--- src/rtl/cluster_load_sequencer_pkg.sv ---
// Shared types and sizing for the cluster load sequencer and its load engine.
// The optional overlapped-load build is selected with CLUSTER_LOAD_OVERLAP_EN;
// it adds the WAIT_LOAD state to the state enum.
package cluster_load_sequencer_pkg;

  localparam int WR_DAT_CYC_NUM   = 4;
  localparam int COMPUTE_UNIT_NUM = 4;
  localparam int SRAM_IFM_NUM     = 8;
  localparam int SRAM_FILTER_NUM  = 16;
  localparam int CHUNK_NUM_W      = 8;

  localparam int BEAT_W    = $clog2(WR_DAT_CYC_NUM);
  localparam int CU_W      = $clog2(COMPUTE_UNIT_NUM);
  localparam int IFM_IDX_W = $clog2(SRAM_IFM_NUM);
  localparam int FLT_IDX_W = $clog2(SRAM_FILTER_NUM);

  typedef enum logic [2:0] {
    ST_IDLE      = 3'd0,
    ST_LOAD      = 3'd1,
    ST_RUN       = 3'd2,
`ifdef CLUSTER_LOAD_OVERLAP_EN
    ST_WAIT_LOAD = 3'd3,
`endif
    ST_DONE      = 3'd4
  } seq_state_e;

  // A chunk load streams every CU's filter chunk first, then the IFM chunk.
  typedef enum logic {
    PH_FILTER = 1'b0,
    PH_IFM    = 1'b1
  } load_phase_e;

  function automatic logic [COMPUTE_UNIT_NUM-1:0] cu_onehot(input logic [CU_W-1:0] cu);
    logic [COMPUTE_UNIT_NUM-1:0] sel;
    sel     = '0;
    sel[cu] = 1'b1;
    return sel;
  endfunction

endpackage

--- src/rtl/cluster_load_sequencer_if.sv ---
// Sequencer <-> compute-cluster wrapper signal bundle.
// master: the sequencer; slave: the cluster/memory wrapper.
interface cluster_load_sequencer_if;
  import cluster_load_sequencer_pkg::*;

  logic                        ifm_chunk_wr_valid_o;
  logic [BEAT_W-1:0]           ifm_chunk_wr_count_o;
  logic [IFM_IDX_W-1:0]        ifm_sram_rd_count_o;
  logic                        filter_chunk_wr_valid_o;
  logic [BEAT_W-1:0]           filter_chunk_wr_count_o;
  logic [COMPUTE_UNIT_NUM-1:0] filter_chunk_cu_wr_sel_o;
  logic [FLT_IDX_W-1:0]        filter_sram_rd_count_o;
  logic                        chunk_wr_sel_o;
  logic                        chunk_rd_sel_o;
  logic                        run_valid_o;
  logic                        total_chunk_start_o;
  logic                        total_chunk_end_i;

  modport master (
    output ifm_chunk_wr_valid_o, ifm_chunk_wr_count_o, ifm_sram_rd_count_o,
    output filter_chunk_wr_valid_o, filter_chunk_wr_count_o,
    output filter_chunk_cu_wr_sel_o, filter_sram_rd_count_o,
    output chunk_wr_sel_o, chunk_rd_sel_o, run_valid_o, total_chunk_start_o,
    input  total_chunk_end_i
  );

  modport slave (
    input  ifm_chunk_wr_valid_o, ifm_chunk_wr_count_o, ifm_sram_rd_count_o,
    input  filter_chunk_wr_valid_o, filter_chunk_wr_count_o,
    input  filter_chunk_cu_wr_sel_o, filter_sram_rd_count_o,
    input  chunk_wr_sel_o, chunk_rd_sel_o, run_valid_o, total_chunk_start_o,
    output total_chunk_end_i
  );

endinterface

--- src/rtl/cluster_chunk_load_engine.sv ---
// Chunk load engine: on go_i streams one chunk (every CU's filter chunk, then
// the IFM chunk) out of the zero-latency SRAMs. Owns the beat, CU and SRAM
// chunk index counters; the indices persist across chunks until clr_i.
// done_o is a level: high whenever no load will be outstanding after this
// cycle (engine idle, or on the final IFM beat).
module cluster_chunk_load_engine
  import cluster_load_sequencer_pkg::*;
(
  input  logic                        clk_i,
  input  logic                        rst_i,
  input  logic                        go_i,
  input  logic                        clr_i,
  output logic                        done_o,
  output logic                        filter_valid_o,
  output logic [BEAT_W-1:0]           filter_count_o,
  output logic [COMPUTE_UNIT_NUM-1:0] filter_cu_sel_o,
  output logic [FLT_IDX_W-1:0]        filter_idx_o,
  output logic                        ifm_valid_o,
  output logic [BEAT_W-1:0]           ifm_count_o,
  output logic [IFM_IDX_W-1:0]        ifm_idx_o
);

  localparam logic [BEAT_W-1:0]    BEAT_LAST    = BEAT_W'(WR_DAT_CYC_NUM - 1);
  localparam logic [CU_W-1:0]      CU_LAST      = CU_W'(COMPUTE_UNIT_NUM - 1);
  localparam logic [IFM_IDX_W-1:0] IFM_IDX_LAST = IFM_IDX_W'(SRAM_IFM_NUM - 1);
  localparam logic [FLT_IDX_W-1:0] FLT_IDX_LAST = FLT_IDX_W'(SRAM_FILTER_NUM - 1);

  logic                 active_q, active_d;
  load_phase_e          phase_q, phase_d;
  logic [BEAT_W-1:0]    beat_q, beat_d;
  logic [CU_W-1:0]      cu_q, cu_d;
  logic [IFM_IDX_W-1:0] ifm_idx_q, ifm_idx_d;
  logic [FLT_IDX_W-1:0] flt_idx_q, flt_idx_d;
  logic                 last_beat;

  // Register the beat/CU/index counters.
  always_ff @(posedge clk_i or negedge rst_i) begin
    if (!rst_i) begin
      active_q  <= 1'b0;
      phase_q   <= PH_FILTER;
      beat_q    <= '0;
      cu_q      <= '0;
      ifm_idx_q <= '0;
      flt_idx_q <= '0;
    end else begin
      active_q  <= active_d;
      phase_q   <= phase_d;
      beat_q    <= beat_d;
      cu_q      <= cu_d;
      ifm_idx_q <= ifm_idx_d;
      flt_idx_q <= flt_idx_d;
    end
  end

  // Advance beat -> CU -> phase; SRAM indices step at CU and chunk boundaries.
  always_comb begin
    active_d  = active_q;
    phase_d   = phase_q;
    beat_d    = beat_q;
    cu_d      = cu_q;
    ifm_idx_d = ifm_idx_q;
    flt_idx_d = flt_idx_q;
    last_beat = active_q && (beat_q == BEAT_LAST);

    if (active_q) begin
      if (last_beat) begin
        beat_d = '0;
        if (phase_q == PH_FILTER) begin
          flt_idx_d = (flt_idx_q == FLT_IDX_LAST) ? '0 : flt_idx_q + FLT_IDX_W'(1);
          if (cu_q == CU_LAST) begin
            cu_d    = '0;
            phase_d = PH_IFM;
          end else begin
            cu_d = cu_q + CU_W'(1);
          end
        end else begin
          ifm_idx_d = (ifm_idx_q == IFM_IDX_LAST) ? '0 : ifm_idx_q + IFM_IDX_W'(1);
          active_d  = 1'b0;
          phase_d   = PH_FILTER;
        end
      end else begin
        beat_d = beat_q + BEAT_W'(1);
      end
    end

    if (clr_i) begin
      ifm_idx_d = '0;
      flt_idx_d = '0;
    end

    // go may land on the final beat of the previous load; it simply restarts.
    if (go_i) begin
      active_d = 1'b1;
      phase_d  = PH_FILTER;
      beat_d   = '0;
      cu_d     = '0;
    end
  end

  // Beat strobes and counts; counts and CU select read zero when not writing.
  always_comb begin
    filter_valid_o  = active_q && (phase_q == PH_FILTER);
    ifm_valid_o     = active_q && (phase_q == PH_IFM);
    filter_count_o  = filter_valid_o ? beat_q : '0;
    ifm_count_o     = ifm_valid_o ? beat_q : '0;
    filter_cu_sel_o = filter_valid_o ? cu_onehot(cu_q) : '0;
    filter_idx_o    = flt_idx_q;
    ifm_idx_o       = ifm_idx_q;
    done_o          = !active_q || (last_beat && (phase_q == PH_IFM));
  end

endmodule

--- src/rtl/cluster_load_sequencer.sv ---
// Cluster load sequencer top: loads each chunk into the ping-pong chunk
// buffers through the load engine, then gates the cluster compute run.
// Optional build macro CLUSTER_LOAD_OVERLAP_EN: load chunk k+1 while chunk k
// computes, waiting in WAIT_LOAD if the compute finishes first.
//
// state     | meaning
// ----------+-------------------------------------------------------------
// IDLE      | waiting for start_i
// LOAD      | engine streaming the current chunk into bank wr_sel
// RUN       | cluster computing bank rd_sel; waiting for total_chunk_end_i
// WAIT_LOAD | (overlap build) compute ended before the next load finished
// DONE      | one-cycle completion pulse, then IDLE
module cluster_load_sequencer
  import cluster_load_sequencer_pkg::*;
(
  input  logic                   clk_i,
  input  logic                   rst_i,
  input  logic                   start_i,
  input  logic [CHUNK_NUM_W-1:0] chunk_num_i,
  output logic                   busy_o,
  output logic                   done_o,
  cluster_load_sequencer_if.master cl
);

  seq_state_e             state_q, state_d;
  logic [CHUNK_NUM_W-1:0] k_q, k_d;
  logic [CHUNK_NUM_W-1:0] num_q, num_d;
  logic                   wr_sel_q, wr_sel_d;
  logic                   rd_sel_q, rd_sel_d;
  logic                   first_q, first_d;
  logic                   run_enter;
  logic                   eng_go;
  logic                   eng_clr;
  logic                   eng_done;

  cluster_chunk_load_engine u_load_engine (
    .clk_i           (clk_i),
    .rst_i           (rst_i),
    .go_i            (eng_go),
    .clr_i           (eng_clr),
    .done_o          (eng_done),
    .filter_valid_o  (cl.filter_chunk_wr_valid_o),
    .filter_count_o  (cl.filter_chunk_wr_count_o),
    .filter_cu_sel_o (cl.filter_chunk_cu_wr_sel_o),
    .filter_idx_o    (cl.filter_sram_rd_count_o),
    .ifm_valid_o     (cl.ifm_chunk_wr_valid_o),
    .ifm_count_o     (cl.ifm_chunk_wr_count_o),
    .ifm_idx_o       (cl.ifm_sram_rd_count_o)
  );

  // State, chunk counter, bank selects and first-RUN-cycle flag.
  always_ff @(posedge clk_i or negedge rst_i) begin
    if (!rst_i) begin
      state_q  <= ST_IDLE;
      k_q      <= '0;
      num_q    <= '0;
      wr_sel_q <= 1'b0;
      rd_sel_q <= 1'b0;
      first_q  <= 1'b0;
    end else begin
      state_q  <= state_d;
      k_q      <= k_d;
      num_q    <= num_d;
      wr_sel_q <= wr_sel_d;
      rd_sel_q <= rd_sel_d;
      first_q  <= first_d;
    end
  end

  // Next-state logic, load-engine requests and bank swap at RUN entry.
  always_comb begin
    state_d   = state_q;
    k_d       = k_q;
    num_d     = num_q;
    wr_sel_d  = wr_sel_q;
    rd_sel_d  = rd_sel_q;
    run_enter = 1'b0;
    eng_go    = 1'b0;
    eng_clr   = 1'b0;

    case (state_q)
      ST_IDLE: begin
        if (start_i) begin
          eng_clr  = 1'b1;
          k_d      = '0;
          wr_sel_d = 1'b0;
          if (chunk_num_i == '0) begin
            state_d = ST_DONE;
          end else begin
            num_d   = chunk_num_i;
            eng_go  = 1'b1;
            state_d = ST_LOAD;
          end
        end
      end
      ST_LOAD: begin
        if (eng_done) begin
          run_enter = 1'b1;
          state_d   = ST_RUN;
        end
      end
      ST_RUN: begin
        if (cl.total_chunk_end_i) begin
          if (k_q == num_q - CHUNK_NUM_W'(1)) begin
            state_d = ST_DONE;
          end else begin
            k_d = k_q + CHUNK_NUM_W'(1);
`ifdef CLUSTER_LOAD_OVERLAP_EN
            if (eng_done) begin
              run_enter = 1'b1;
              state_d   = ST_RUN;
            end else begin
              state_d = ST_WAIT_LOAD;
            end
`else
            eng_go  = 1'b1;
            state_d = ST_LOAD;
`endif
          end
        end
      end
`ifdef CLUSTER_LOAD_OVERLAP_EN
      ST_WAIT_LOAD: begin
        if (eng_done) begin
          run_enter = 1'b1;
          state_d   = ST_RUN;
        end
      end
`endif
      ST_DONE: begin
        state_d = ST_IDLE;
      end
      default: begin
        state_d = ST_IDLE;
      end
    endcase

    // The freshly loaded bank becomes the compute bank.
    if (run_enter) begin
      rd_sel_d = wr_sel_q;
      wr_sel_d = ~wr_sel_q;
    end

`ifdef CLUSTER_LOAD_OVERLAP_EN
    // Prefetch the next chunk during this RUN; engine is active on its first cycle.
    if (run_enter && (({1'b0, k_d} + (CHUNK_NUM_W + 1)'(1)) < {1'b0, num_q})) begin
      eng_go = 1'b1;
    end
`endif

    first_d = run_enter;
  end

  // Job status and compute gating.
  always_comb begin
    busy_o                 = (state_q != ST_IDLE);
    done_o                 = (state_q == ST_DONE);
    cl.run_valid_o         = (state_q == ST_RUN);
    cl.total_chunk_start_o = (state_q == ST_RUN) && first_q;
    cl.chunk_wr_sel_o      = wr_sel_q;
    cl.chunk_rd_sel_o      = rd_sel_q;
  end

endmodule

--- src/flat_wrapper.sv ---
// flat-port wrapper written by rule: the top's interface ports become plain ports
module cluster_load_sequencer_flat import cluster_load_sequencer_pkg::*;
  (clk_i, rst_i, start_i, chunk_num_i, busy_o, done_o, cl_ifm_chunk_wr_valid_o, cl_ifm_chunk_wr_count_o, cl_ifm_sram_rd_count_o, cl_filter_chunk_wr_valid_o, cl_filter_chunk_wr_count_o, cl_filter_chunk_cu_wr_sel_o, cl_filter_sram_rd_count_o, cl_chunk_wr_sel_o, cl_chunk_rd_sel_o, cl_run_valid_o, cl_total_chunk_start_o, cl_total_chunk_end_i);
  cluster_load_sequencer_if cl_i ();
  input  logic clk_i;
  input  logic rst_i;
  input  logic start_i;
  input  logic [CHUNK_NUM_W-1:0] chunk_num_i;
  output logic busy_o;
  output logic done_o;
  output wire logic [$bits(cl_i.ifm_chunk_wr_valid_o)-1:0] cl_ifm_chunk_wr_valid_o;
  output wire logic [$bits(cl_i.ifm_chunk_wr_count_o)-1:0] cl_ifm_chunk_wr_count_o;
  output wire logic [$bits(cl_i.ifm_sram_rd_count_o)-1:0] cl_ifm_sram_rd_count_o;
  output wire logic [$bits(cl_i.filter_chunk_wr_valid_o)-1:0] cl_filter_chunk_wr_valid_o;
  output wire logic [$bits(cl_i.filter_chunk_wr_count_o)-1:0] cl_filter_chunk_wr_count_o;
  output wire logic [$bits(cl_i.filter_chunk_cu_wr_sel_o)-1:0] cl_filter_chunk_cu_wr_sel_o;
  output wire logic [$bits(cl_i.filter_sram_rd_count_o)-1:0] cl_filter_sram_rd_count_o;
  output wire logic [$bits(cl_i.chunk_wr_sel_o)-1:0] cl_chunk_wr_sel_o;
  output wire logic [$bits(cl_i.chunk_rd_sel_o)-1:0] cl_chunk_rd_sel_o;
  output wire logic [$bits(cl_i.run_valid_o)-1:0] cl_run_valid_o;
  output wire logic [$bits(cl_i.total_chunk_start_o)-1:0] cl_total_chunk_start_o;
  input wire logic [$bits(cl_i.total_chunk_end_i)-1:0] cl_total_chunk_end_i;
  assign cl_ifm_chunk_wr_valid_o = cl_i.ifm_chunk_wr_valid_o;
  assign cl_ifm_chunk_wr_count_o = cl_i.ifm_chunk_wr_count_o;
  assign cl_ifm_sram_rd_count_o = cl_i.ifm_sram_rd_count_o;
  assign cl_filter_chunk_wr_valid_o = cl_i.filter_chunk_wr_valid_o;
  assign cl_filter_chunk_wr_count_o = cl_i.filter_chunk_wr_count_o;
  assign cl_filter_chunk_cu_wr_sel_o = cl_i.filter_chunk_cu_wr_sel_o;
  assign cl_filter_sram_rd_count_o = cl_i.filter_sram_rd_count_o;
  assign cl_chunk_wr_sel_o = cl_i.chunk_wr_sel_o;
  assign cl_chunk_rd_sel_o = cl_i.chunk_rd_sel_o;
  assign cl_run_valid_o = cl_i.run_valid_o;
  assign cl_total_chunk_start_o = cl_i.total_chunk_start_o;
  assign cl_i.total_chunk_end_i = cl_total_chunk_end_i;
  cluster_load_sequencer u_core (.clk_i(clk_i), .rst_i(rst_i), .start_i(start_i), .chunk_num_i(chunk_num_i), .busy_o(busy_o), .done_o(done_o), .cl(cl_i));
endmodule
--- config.mk ---
export PLATFORM = sky130hd
export DESIGN_NAME = cluster_load_sequencer_flat
export DESIGN_NICKNAME = d
export VERILOG_FILES = /design/src/rtl/cluster_load_sequencer_pkg.sv /design/src/rtl/cluster_load_sequencer_if.sv /design/src/rtl/cluster_chunk_load_engine.sv /design/src/rtl/cluster_load_sequencer.sv /design/src/flat_wrapper.sv
export SDC_FILE = /design/constraint.sdc
export NUM_CORES = 1
export LEC_CHECK = 0
export ABC_CLOCK_PERIOD_IN_PS = 7300
export CELL_PAD_IN_SITES_DETAIL_PLACEMENT = 0
export CELL_PAD_IN_SITES_GLOBAL_PLACEMENT = 1
export CORE_MARGIN = 2
export CORE_UTILIZATION = 44
export CTS_CLUSTER_SIZE = 28
export DETAILED_ROUTE_END_ITERATION = 8
export GPL_ROUTABILITY_DRIVEN = 0
export GPL_TIMING_DRIVEN = 0
export HOLD_SLACK_MARGIN = 0.05
export PLACE_DENSITY = 0.82
export SYNTH_ARGS = -nofsm -noshare
export SYNTH_HDL_FRONTEND = slang
export SYNTH_SLANG_ARGS = --single-unit
--- constraint.sdc ---
create_clock -name clk_i -period 7.3 [get_ports clk_i]
set_input_delay 1.825 -clock clk_i [delete_from_list [all_inputs] [get_ports clk_i]]
set_output_delay 1.825 -clock clk_i [all_outputs]
set_load 0.1 [all_outputs]
==> results by group <==
Worst setup path
  – Worst-path cell chain: nor2_1 > and3_1 > clkdlybuf4s50_1
  – Critical Path AT: approximately 2.5 ns
  – Crit Reg-Reg Endpoint: u_core.k_q[0]$_DFFE_PN0P_
  – Critical Path Start Type: flip-flop
  – Reg2reg start: u_core.num_q[0]$_DFFE_PN0P_
  – Crit end category: output port
  – R2r setup slk: 4.60 ns
  – Slowest cell on the critical path: clkdlybuf4s50_1
  – Crit path kind: flip-flop to output port
  – CP Max Fanout: 10
  – Worst Reg-to-Reg Cells: 8
  – Critical Path RT: between 5 and 6 ns
  – Worst path max stage delay: 1.14 ns

Power and ir drop
  – Peak VDD IR: 0.230 mV
  – Power Density: 420 nW/um^2
  – Leakage: 1.15 nW

Logic synthesis
  – FFs w/ async S/R, synth: 1.00
  – Synth Instances: roughly 220
  – Syn_nets: 238
  – Synthesized flop and latch total: 35
  – Mean post-synth cell area: roughly 10 um^2
  – Synth Cell Area: 2100 um^2
  – Ys flop type: dfrtp_1
  – Complex-gate fraction of the synthesized area: 0.131
  – Synth warn: 0
  – Post-synthesis mux area share: 0.0869
  – XOR/XNOR Fraction of Synth Area: 0.0375
  – Netlist cell types: 49
  – Largest family of logic cells by synthesized area: simple AND/OR/NAND/NOR gates
  – Post-synth EDFFs: 0
  – Simple-gate share of the synthesized area: 0.244
  – Synth Area in Adders: 0.0595
  – Sequential share of the synthesized area: 0.416

Final layout
  – Layout cells sized above 1: 0.105
  – Layout Nets: between 200 and 300
  – Post-layout util: 0.559
  – P&R area growth vs syn: 23.9%
  – # diodes: 0
  – Fill cells: 435

STA
  – Final worst-path cycle share: 0.595
  – Slew Viols, Final: 0
  – Final clock skew: about 0.0046 ns
  – TNS Setup: 0 ns
  – Slew headroom: 0.350
  – RSZ-0062 raised after global routing: no
  – Setup Viol. Count Final: 0
  – Endpoints failing hold: 0
  – Fmax: 230 MHz
  – Period minus WS final: 4.35 ns
  – Slew @ Worst Pin: roughly 1 ns

Global route
  – Largest net degree at the start of global routing: 36
  – Overflow after GRT: 0
  – First-pass GRT wire length: 7410 um
  – Initial antenna violation count: 0
  – All-Layer GR Usage: 0.177
  – Vias in the first global route: 1591

Min path
  – Worst min path class: flip-flop to flip-flop
  – Hold Path End: u_core.cl.chunk_rd_sel_o$_DFFE_PN0P_
  – Hold_sp: u_core.cl.chunk_rd_sel_o$_DFFE_PN0P_
  – Hold depth: 2

Route
  – DR pass1 iterations: 4
  – Antenna Nets Post-Route: 0
  – Met1 Wirelength: 2090 um
  – DR WL/cell: 13.3 um
  – Iteration-0 DRC Markers: 78
  – Number of remaining DRC errors: 0
  – Final WL: about 4100 um
  – Met3 WL: 140 um
  – Top sig layer: met4
  – DR vias: 1678
  – Met2 routed WL: 1890 um
  – Drt via density: 5.38

Placement
  – DP HPWL: approximately 3000 um
  – I/O Buffers: 34

Floorplanning
  – Die Width: around 73 um
  – Io pins: 35
  – Core Rows: 25
  – Die Area: 5350 um^2
  – Initial Util: 0.451
  – Chip height: 73.1 um
  – Core area: around 4700 um^2

CTS
  – Clock root buffer: clkbuf_8
  – CTS clk-pin slew, worst paths: around 0.07 ns
  – H-tree Lvls: 2
  – Post-CTS setup buffer count: 0
  – Clock sink count: 35
  – Post-CTS Resized: 0
  – CTS Hold Buffers Added: 0
  – CTS tree: yes
  – CTS Buffer Depth: 2
  – TritonCTS Buffers: 5
  – Clk_lat worst skew: 0.28 ns

Outcome
  – Status: finished, final reports clean

Job
  – Max_cap viols: 0
==> through the flow <==
stage | power, mW | setup slack, ns | instance area [um^2] | hold WS, ns | std cells
floorplan | 0.813 | 2.80 | 2100 | 0.519 | 216
global placement | 0.940 | 3.24 | 2510 | 0.471 | 304
detailed placement | 0.947 | 3.23 | 2510 | 0.469 | 304
CTS | 1.10 | 2.92 | 2610 | 0.496 | 312
global route | 1.17 | 2.79 | 2610 | 0.536 | 312
finish | 1.09 | 2.95 | 2610 | 0.490 | 312
==> critical path: cells and delay by family (launching register included) <==
family	cells	cell delay (ns)
flops	1	0.40
simple gates	2	0.71
buf+inv	1	1.14
==> area by class of cell <==
class	count	area, um^2	area share
Timing Repair Buffer	34	335	0.129
Tap cell	54	67.6	0.0259
Clock buffer	8	100	0.0384
Sequential cell	35	876	0.336
Inverter	9	33.8	0.0130
Multi-Input combinational cell	167	1170	0.451
Buffer	5	18.8	0.00720
==> cells in the final DEF, fill, tap and decap left out, drive strengths merged, types with 3 or more instances in the layout <==
cell,synthesis,routed
nand2,27,27
nor2,18,18
xnor2,4,4
nand4,4,4
nand2b,8,8
o21ai,5,5
and3,7,7
mux2i,10,10
ha,10,10
nand3,6,6
clkdlybuf4s50,0,33
and2,7,7
clkbuf,5,13
dfrtp,35,35
a21oi,15,15
or4,3,3
xor2,5,5
mux2,7,7
inv,9,9
nor3,5,5
==> state kept, by name, summed over array words and instances, names as in the netlist <==
name,count
u_core.k_q,8
u_core.num_q,8
u_core.u_load_engine.filter_idx_o,4
u_core.state_q,3
u_core.u_load_engine.ifm_idx_o,3
u_core.u_load_engine.beat_q,2
u_core.u_load_engine.cu_q,2
u_core.cl.chunk_rd_sel_o,1
u_core.cl.chunk_wr_sel_o,1
u_core.first_q,1
u_core.u_load_engine.active_q,1
u_core.u_load_engine.phase_q,1
==> synth_stat cells, drive strengths merged, types with 2 or more instances <==
| cell type | count | area share |
|---|---|---|
| a21oi | 15 | 0.037 |
| and2 | 7 | 0.021 |
| and3 | 7 | 0.021 |
| clkbuf | 5 | 0.0089 |
| dfrtp | 35 | 0.42 |
| ha | 10 | 0.059 |
| inv | 9 | 0.016 |
| mux2 | 7 | 0.039 |
| mux2i | 10 | 0.048 |
| nand2 | 27 | 0.048 |
| nand2b | 8 | 0.024 |
| nand3 | 6 | 0.014 |
| nand4 | 4 | 0.012 |
| nor2 | 18 | 0.032 |
| nor3 | 5 | 0.014 |
| nor3b | 2 | 0.0071 |
| nor4 | 2 | 0.0089 |
| o21ai | 5 | 0.012 |
| o31ai | 2 | 0.014 |
| or3b | 2 | 0.0083 |
| or4 | 3 | 0.012 |
| xnor2 | 4 | 0.017 |
| xor2 | 5 | 0.021 |
==> metal layers <==
metal  global-route usage  up-vias
li1                     -      846
met1                0.250      798
met2                0.273       32
met3               0.0414        2
met4               0.0432        0
met5                    0        -
==> cell families (layout without fill, tap and decap cells) <==
logic type	after synthesis	after routing
simple gates	97	97
compound gates	34	34
xor+xnor	9	9
mux	17	17
buf+inv	14	56
fa+ha+maj	10	10
flops	35	35
==> where the power goes <==
group	leakage (nW)	internal [mW]	switching [mW]
Sequential	0.455	0.248	0.0685
Combinational	0.640	0.188	0.437
Clock	0.0515	0.0861	0.0675
Total	1.15	0.522	0.573
==> worst max path at each step <==
stage | from | to | slack [ns] | depth (start not counted)
2_1_floorplan | u_core.state_q[1]$_DFFE_PN0P_ | done_o | 2.80 | 1
3_3_place_gp | u_core.u_load_engine.phase_q$_DFFE_PN0P_ | cl_filter_chunk_wr_count_o[1] | 3.24 | 4
3_5_place_dp | u_core.u_load_engine.phase_q$_DFFE_PN0P_ | cl_filter_chunk_cu_wr_sel_o[2] | 3.23 | 4
4_1_cts | u_core.u_load_engine.phase_q$_DFFE_PN0P_ | cl_filter_chunk_cu_wr_sel_o[2] | 2.92 | 4
5_1_grt | u_core.state_q[0]$_DFFE_PN0P_ | cl_total_chunk_start_o | 2.79 | 3
6_report | u_core.state_q[2]$_DFFE_PN0P_ | cl_total_chunk_start_o | 2.95 | 3
No activity file was read; power rests on OpenSTA's default activity.
